[config.mk]
export PLATFORM = sky130hd
export DESIGN_NAME = timing_gen
export DESIGN_NICKNAME = d
export VERILOG_FILES = /design/src/rtl/timing_gen.sv
export SDC_FILE = /design/constraint.sdc
export NUM_CORES = 1
export LEC_CHECK = 0
export CELL_PAD_IN_SITES_DETAIL_PLACEMENT = 1
export CELL_PAD_IN_SITES_GLOBAL_PLACEMENT = 1
export CORE_AREA = 2 2 65 67
export DETAILED_ROUTE_END_ITERATION = 12
export DIE_AREA = 0 0 67 69
export MAX_ROUTING_LAYER = met4
export PLACE_DENSITY_LB_ADDON = 0.1
export SYNTH_ARGS = -nofsm -noshare
export SYNTH_HDL_FRONTEND = slang
export SYNTH_SLANG_ARGS = --single-unit
[constraint.sdc]
create_clock -name SIM_CLK -period 1.65 [get_ports SIM_CLK]
set_clock_uncertainty 0.2 [all_clocks]
set_input_delay 0.495 -clock SIM_CLK [delete_from_list [all_inputs] [get_ports SIM_CLK]]
set_output_delay 0.495 -clock SIM_CLK [all_outputs]
set_load 0.1 [all_outputs]
[src/rtl/timing_gen.sv]
// rtl/timing_gen.sv - four-phase W/X/Y/Z clock generator with bit-time and word counters
// Run / single-step / halt control; every output comes straight from a flop.
module timing_gen #(
    parameter  int PHASE_CYC = 2,
    parameter  int BIT_TIMES = 14,
    parameter  int FANOUT    = 8,
    localparam int BTW       = $clog2(BIT_TIMES + 1)
) (
    input  logic              SIM_CLK,
    input  logic              SIM_RST,
    input  logic              RUN,
    input  logic              STEP,
    output logic [FANOUT-1:0] W,
    output logic [FANOUT-1:0] X,
    output logic [FANOUT-1:0] Y,
    output logic [FANOUT-1:0] Z,
    output logic [1:0]        PHASE,
    output logic [BTW-1:0]    BT,
    output logic              BTE,
    output logic              TWE,
    output logic              HALTED
);

    localparam int             CW       = (PHASE_CYC > 1) ? $clog2(PHASE_CYC) : 1;
    localparam logic [CW-1:0]  CYC_LAST = CW'(PHASE_CYC - 1);
    localparam logic [BTW-1:0] BT_LAST  = BTW'(BIT_TIMES);

    typedef enum logic [1:0] {S_IDLE, S_RUN, S_STEP} state_t;

    state_t         r_state;
    logic [CW-1:0]  r_cyc;
    logic [1:0]     r_phase;
    logic [BTW-1:0] r_bt;
    logic           r_w, r_x, r_y, r_z, r_bte, r_twe, r_halted;

    state_t         w_state_nxt;
    logic [CW-1:0]  w_cyc_nxt;
    logic [1:0]     w_phase_nxt;
    logic [BTW-1:0] w_bt_nxt;
    logic           w_active;
    logic           w_bit_end;
    logic           w_act_nxt;

    always_comb begin
        w_state_nxt = r_state;
        w_cyc_nxt   = r_cyc;
        w_phase_nxt = r_phase;
        w_bt_nxt    = r_bt;
        w_active    = (r_state != S_IDLE);
        w_bit_end   = w_active && (r_phase == 2'd3) && (r_cyc == CYC_LAST);

        // Halt/continue is decided only at the end of a bit time, so a bit time is never cut short.
        case (r_state)
            S_IDLE: begin
                if (RUN)       w_state_nxt = S_RUN;
                else if (STEP) w_state_nxt = S_STEP;
            end
            S_RUN, S_STEP: begin
                if (w_bit_end) w_state_nxt = RUN ? S_RUN : S_IDLE;
            end
            default: w_state_nxt = S_IDLE;
        endcase

        if (w_active) begin
            if (r_cyc == CYC_LAST) begin
                w_cyc_nxt   = '0;
                w_phase_nxt = r_phase + 2'd1;
                if (r_phase == 2'd3)
                    w_bt_nxt = (r_bt == BT_LAST) ? BTW'(1) : r_bt + BTW'(1);
            end else begin
                w_cyc_nxt = r_cyc + CW'(1);
            end
        end

        w_act_nxt = (w_state_nxt != S_IDLE);
    end

    // Output flops are loaded from next-state values so they line up with the counters.
    always_ff @(posedge SIM_CLK) begin
        if (SIM_RST) begin
            r_state  <= S_IDLE;
            r_cyc    <= '0;
            r_phase  <= 2'd0;
            r_bt     <= BTW'(1);
            r_w      <= 1'b0;
            r_x      <= 1'b0;
            r_y      <= 1'b0;
            r_z      <= 1'b0;
            r_bte    <= 1'b0;
            r_twe    <= 1'b0;
            r_halted <= 1'b1;
        end else begin
            r_state  <= w_state_nxt;
            r_cyc    <= w_cyc_nxt;
            r_phase  <= w_phase_nxt;
            r_bt     <= w_bt_nxt;
            r_w      <= w_act_nxt && (w_phase_nxt == 2'd0);
            r_x      <= w_act_nxt && (w_phase_nxt == 2'd1);
            r_y      <= w_act_nxt && (w_phase_nxt == 2'd2);
            r_z      <= w_act_nxt && (w_phase_nxt == 2'd3);
            r_bte    <= w_act_nxt && (w_phase_nxt == 2'd3) && (w_cyc_nxt == CYC_LAST);
            r_twe    <= w_act_nxt && (w_phase_nxt == 2'd3) && (w_cyc_nxt == CYC_LAST)
                        && (w_bt_nxt == BT_LAST);
            r_halted <= !w_act_nxt;
        end
    end

    assign W      = {FANOUT{r_w}};
    assign X      = {FANOUT{r_x}};
    assign Y      = {FANOUT{r_y}};
    assign Z      = {FANOUT{r_z}};
    assign PHASE  = r_phase;
    assign BT     = r_bt;
    assign BTE    = r_bte;
    assign TWE    = r_twe;
    assign HALTED = r_halted;

endmodule

-- Word-level counts from Yosys, hierarchy flattened
Index checks and enable logic that the tools add are counted.
Widths: inputs -> output; s select.
- register bits after elaboration: 16
- bits of input ports: 4
- add/subtract/negate cells: 3
- equal/unequal tests: 8
- mux-type cells: 13
- reduce and logical (&&, ||, !) cells: 14
- operators with widths (cell ; count):
    $mux 4 ; 4
    $mux 2 ; 5
    $eq 2x2->1 const B ; 4
    $eq 4x4->1 const B ; 2
    $logic_and 1x1->1 ; 8
    $add 4x1->4 const B ; 1
    $eq 2x1->1 const B ; 2
    $logic_not 2->1 ; 2
    $pmux 2 s2 ; 1
    $reduce_bool 2->1 ; 2
    $mux 1 ; 3
    $add 2x1->2 const B ; 1
    $reduce_or 2->1 ; 1
    $add 1x1->1 const B ; 1
    $logic_not 1->1 ; 1

-- Depth between registers and ports, before layout
- depth in word-level cells: 9
- mapped depth: 7
- gate-level depth less buffers: 6

-- Worst setup path before layout
Ideal clock, no wire load.
- path kind: register to register
- start point: register r_phase[1], in the netlist PHASE[1]
- end point: register r_x
- setup time: 0.132 ns
- arrival time: 2.030 ns
- required time: 1.318 ns
- slack: -0.711 ns
- cell stages (with the launch flop): 7
- buffers on the path: 1
- cell sequence: dfxtp_1 -> ha_1 -> and3b_1 -> buf_6 -> nor2_8 -> a211oi_4 -> nor3_1
- word-level cells in the longest chain between the ends: 7
- elaborated cells on any way between the ends: 11
- those cells by class: add/sub: 1; eq/ne: 2; mux: 4; reduce/logical: 4
- ends and longest elaborated chain (what ; RTL line ; RTL):
    from (decl) ; 32 ; logic [1:0] r_phase;
    from (signal assigned) ; 95 ; r_phase <= w_phase_nxt;
    $eq 2x2->1 ; 50 ; w_bit_end = w_active && (r_phase == 2'd3) && (r_cyc == CYC_LAST);
    $logic_and 1x1->1 (2 in series) ; 50 ;
    $mux 2 ; 59 ; if (w_bit_end) w_state_nxt = RUN ? S_RUN : S_IDLE;
    $pmux 2 s2 ; 53 ; case (r_state)
    $reduce_bool 2->1 ; 75 ; w_act_nxt = (w_state_nxt != S_IDLE);
    $logic_and 1x1->1 * ; 98 ; r_x <= w_act_nxt && (w_phase_nxt == 2'd1);
    to (signal assigned) ; 98 ;
    to (decl) ; 34 ; logic r_w, r_x, r_y, r_z, r_bte, r_twe, r_halted;
Mark *: on every way between the ends. The rest lies on a longest branch, timed or not.
A chain may end at the register's enable or synchronous reset.

-- Worst setup path in the final report
- start point: register r_state[1]
- end point: register r_y
- word-level cells in the longest chain between the ends: 7
- elaborated cells on any way between the ends: 15
- those cells by class: eq/ne: 3; mux: 5; reduce/logical: 7
- ends and longest elaborated chain (what ; RTL line ; RTL):
    from (decl) ; 30 ; state_t r_state;
    from (signal assigned) ; 93 ; r_state <= w_state_nxt;
    $reduce_bool 2->1 ; 49 ; w_active = (r_state != S_IDLE);
    $logic_and 1x1->1 (2 in series) ; 50 ;
    $mux 2 ; 59 ;
    $pmux 2 s2 ; 53 ;
    $reduce_bool 2->1 ; 75 ;
    $logic_and 1x1->1 * ; 99 ; r_y <= w_act_nxt && (w_phase_nxt == 2'd2);
    to (signal assigned) ; 99 ;
    to (decl) ; 34 ;
Marks and branches as above.

==> impl_summary.log <==
[metrics] violations in the final reports: setup timing
[metrics] number of antenna-violating nets in the routed design: 0
[metrics] pin count of the biggest net entering global routing: 14
[metrics] synth unique cells: 34
[metrics] # diodes: 0
[metrics] vias after detailed routing: 799
[metrics] area of the core: 3910 um^2
[metrics] vertical die dimension: 69 um
[metrics] power after layout: 1.65 mW
[metrics] sequential cell fraction of total power: 0.262
[metrics] P per Cell Area: 825 nW/um^2
[metrics] type of the tightest min-delay check: flip-flop to flip-flop
[metrics] overall global routing resource usage: 0.114
[metrics] initial cell density of the core: 0.252
[metrics] flop and latch count out of synthesis: 16
[metrics] sw frac: 0.437
[metrics] Setup crit start kind: flip-flop
[metrics] logic depth of the worst register-to-register path: 7
[metrics] Setup crit end kind: flip-flop
[metrics] synth-to-layout area growth: 103%
[metrics] register-to-register path setup slack: -0.06 ns
[metrics] number of nets at the end of the flow: 145
[metrics] drt first pass iters: 2
[metrics] part of the Yosys area used for sequential elements: 0.324
[metrics] mean number of vias per cell: 4.27
[metrics] # Max-Cap Violations: 0
[metrics] Netlist Area Pre-Place: 987 um^2
[metrics] Site Rows: 23
[metrics] clock latency at the later pin of the worst-skew pair: 0.24 ns
[metrics] number of top-level design ports: 45
[metrics] P_sw: 0.721 mW
[metrics] setup violation total in the final timing report: 8
[metrics] die span in x: 67 um
[metrics] RSZ-0062 raised after global routing: yes
[metrics] number of levels the H-tree was split into: 1
[metrics] clock sink total: 16
[metrics] antenna violations before repair: 0
[metrics] clock group share of total power: 0.178
[metrics] achievable clock frequency: 584 MHz
[metrics] clock-pin slew reported for the worst setup and hold paths after clock tree synthesis: 0.06 ns
[metrics] highest ir drop seen on vdd: 273 uV
[metrics] worst-path maximum fanout: 5
[metrics] worst min-delay path endpoint: BT[1]
[metrics] total overflow reported by the global router: 0
[metrics] final non-filler cell area: 2000 um^2
[metrics] leakage: 0.797 nW
[metrics] final clock period utilization by the worst path: 1.04
[metrics] maximum clock insertion buffer count: 2
[metrics] placed wire-length estimate after detailed placement: 1910 um
[metrics] Final Hold Viols: 0
[metrics] net count of the mapped netlist: 114
[metrics] clock root cell: sky130_fd_sc_hd__clkbuf_8
[metrics] Slew headroom: 0.765
[metrics] average wire per cell in the routed design: 12.9 um
[metrics] Slew @ Worst Pin: 0.343 ns
[metrics] critical path class: flip-flop to flip-flop
[metrics] number of synthesis warnings: 0
[metrics] final worst-path setup slack: -0.0613 ns
[metrics] number of global-route vias before repair: 819
[metrics] CTS tree: yes
[metrics] shortest period the worst path allows: 1.71 ns
[metrics] result of the run: complete, but fails checks
[metrics] DRC violations left: 0
[metrics] launch point of the worst path: r_state[1]
[metrics] Worst EP arrival: 1.63 ns
[metrics] Starting DRT DRC Count: 2
[metrics] reg-to-reg critical path endpoint: r_y
[metrics] total negative setup slack: -0.254 ns
[metrics] top library cells by usage in the layout, fill and taps aside: sky130_fd_sc_hd__buf_12 (44), sky130_fd_sc_hd__dfxtp_2 (10), sky130_fd_sc_hd__buf_4 (9), sky130_fd_sc_hd__nor2_1 (6), sky130_fd_sc_hd__dfxtp_1 (4)
[metrics] total of buffers placed on input and output ports: 44
[metrics] weighted congestion at the end of routability-driven global placement: 0.820
[metrics] most common library cell in the layout ignoring fill and taps: sky130_fd_sc_hd__buf_12
[metrics] worst hold path startpoint: BT[1]
[metrics] final slew viol count: 0
[metrics] share of cells above drive strength 1: 0.664
[metrics] number of buffers added to fix hold violations after cts: 0
[metrics] first-pass GRT wire length: 3970 um
[metrics] Min-Delay Path Depth: 2
[metrics] combinational share of power: 0.559
[metrics] worst flop-to-flop path startpoint: r_state[1]
[metrics] TritonCTS Buffers: 3
[metrics] required time of the worst setup path: 1.57 ns
[metrics] gate count of the mapped netlist: 107
[metrics] final routed wirelength across all metal layers: 2420 um
[metrics] DIE AREA: 4620 um^2
[metrics] cell area after placement: 1820 um^2
[metrics] Avg Synthesized Cell Area: 9.23 um^2
[metrics] total internal power: 0.928 mW
[metrics] WHS: 0.359 ns
-- cell type report --
| type | instances | area (um^2) |
|---|---|---|
| Clock inverter | 1 | 3.75 |
| Inverter | 4 | 15.0 |
| Multi-Input combinational cell | 53 | 499 |
| Clock buffer | 3 | 41.3 |
| Sequential cell | 16 | 340 |
| Fill cell | 420 | 1910 |
| Tap cell | 50 | 62.6 |
| Timing Repair Buffer | 60 | 1040 |
-- cell families after synthesis --
group / after synthesis / share of synthesized area
fa+ha+maj: 3 / 0.0380
simple gates: 32 / 0.199
mux: 3 / 0.0317
buf+inv: 38 / 0.274
xor+xnor: 3 / 0.0266
flops: 16 / 0.324
compound gates: 12 / 0.106
-- worst max-delay path: stages, from the launching register on --
cell	delay [ns]
sky130_fd_sc_hd__dfxtp_2	0.35
sky130_fd_sc_hd__inv_2	0.05
sky130_fd_sc_hd__ha_4	0.17
sky130_fd_sc_hd__and3b_2	0.30
sky130_fd_sc_hd__nor2_8	0.05
sky130_fd_sc_hd__a211oi_4	0.26
sky130_fd_sc_hd__buf_6	0.16
sky130_fd_sc_hd__nor4_1	0.05
-- state kept, by name, summed over array words and instances, names as in the netlist --
name     count
TWE          1
r_state      2
r_w          1
BT           4
PHASE        2
HALTED       1
r_y          1
r_x          1
r_z          1
BTE          1
r_cyc        1
-- per-stage QoR --
stage	utilization	setup slack (ns)	std cells
finish	0.511	-0.0613	187
global route	0.511	-0.103	187
CTS	0.498	-0.0483	186
detailed placement	0.465	-0.409	180
global placement	0.465	-0.349	180
floorplan	-	-0.147	107
-- Yosys cell counts (all sizes together) --
| cell | number | share of area |
|---|---|---|
| a2111oi | 1 | 0.015 |
| a211oi | 1 | 0.020 |
| a21oi | 3 | 0.015 |
| a311oi | 1 | 0.0089 |
| a31oi | 1 | 0.0063 |
| and3b | 1 | 0.0089 |
| buf | 33 | 0.25 |
| clkbuf | 1 | 0.0038 |
| dfxtp | 16 | 0.32 |
| ha | 3 | 0.038 |
| inv | 4 | 0.015 |
| mux2 | 1 | 0.011 |
| mux2i | 2 | 0.020 |
| nand2 | 2 | 0.0076 |
| nand2b | 4 | 0.028 |
| nand3 | 1 | 0.0051 |
| nand3b | 3 | 0.023 |
| nand4b | 1 | 0.0089 |
| nor2 | 9 | 0.053 |
| nor2b | 2 | 0.013 |
| nor3 | 4 | 0.020 |
| nor4 | 3 | 0.019 |
| o2111a | 1 | 0.011 |
| o211a | 1 | 0.010 |
| o21ai | 3 | 0.019 |
| or2 | 2 | 0.013 |
| xnor2 | 2 | 0.018 |
| xor2 | 1 | 0.0089 |
-- power groups by stage --
| stage | Sequential, mW | Combinational, mW | Clock, mW |
|---|---|---|---|
| 2_1_floorplan | 0.483 | 0.522 | 0 |
| 3_5_place_dp | 0.435 | 0.854 | 0 |
| 4_1_cts | 0.432 | 0.902 | 0.306 |
| 3_3_place_gp | 0.434 | 0.843 | 0 |
| 5_1_grt | 0.435 | 0.948 | 0.335 |
| 6_report | 0.433 | 0.922 | 0.294 |
-- worst max path at each step --
stage,slack (ns),endpoint
after floorplan,-0.15,r_z
after global placement,-0.35,r_z
after detailed placement,-0.41,r_z
after CTS,-0.05,r_w
after global routing,-0.10,r_y
final,-0.06,r_y
-- layer usage --
layer / share of wire / track usage / vias to the layer above
met3: 0.060 / 0.0261 / 2
li1: - / - / 388
met4: 0.011 / 0.0408 / 0
met2: 0.56 / 0.195 / 28
met5: 0 / - / -
met1: 0.37 / 0.126 / 381
-- what timing repair did --
action,CTS,global route
gates resized for setup,22,7
setup buffers,2,2
setup endpoints to repair,41,41
pin swaps,9,6
(Power assumes the default switching activity.)
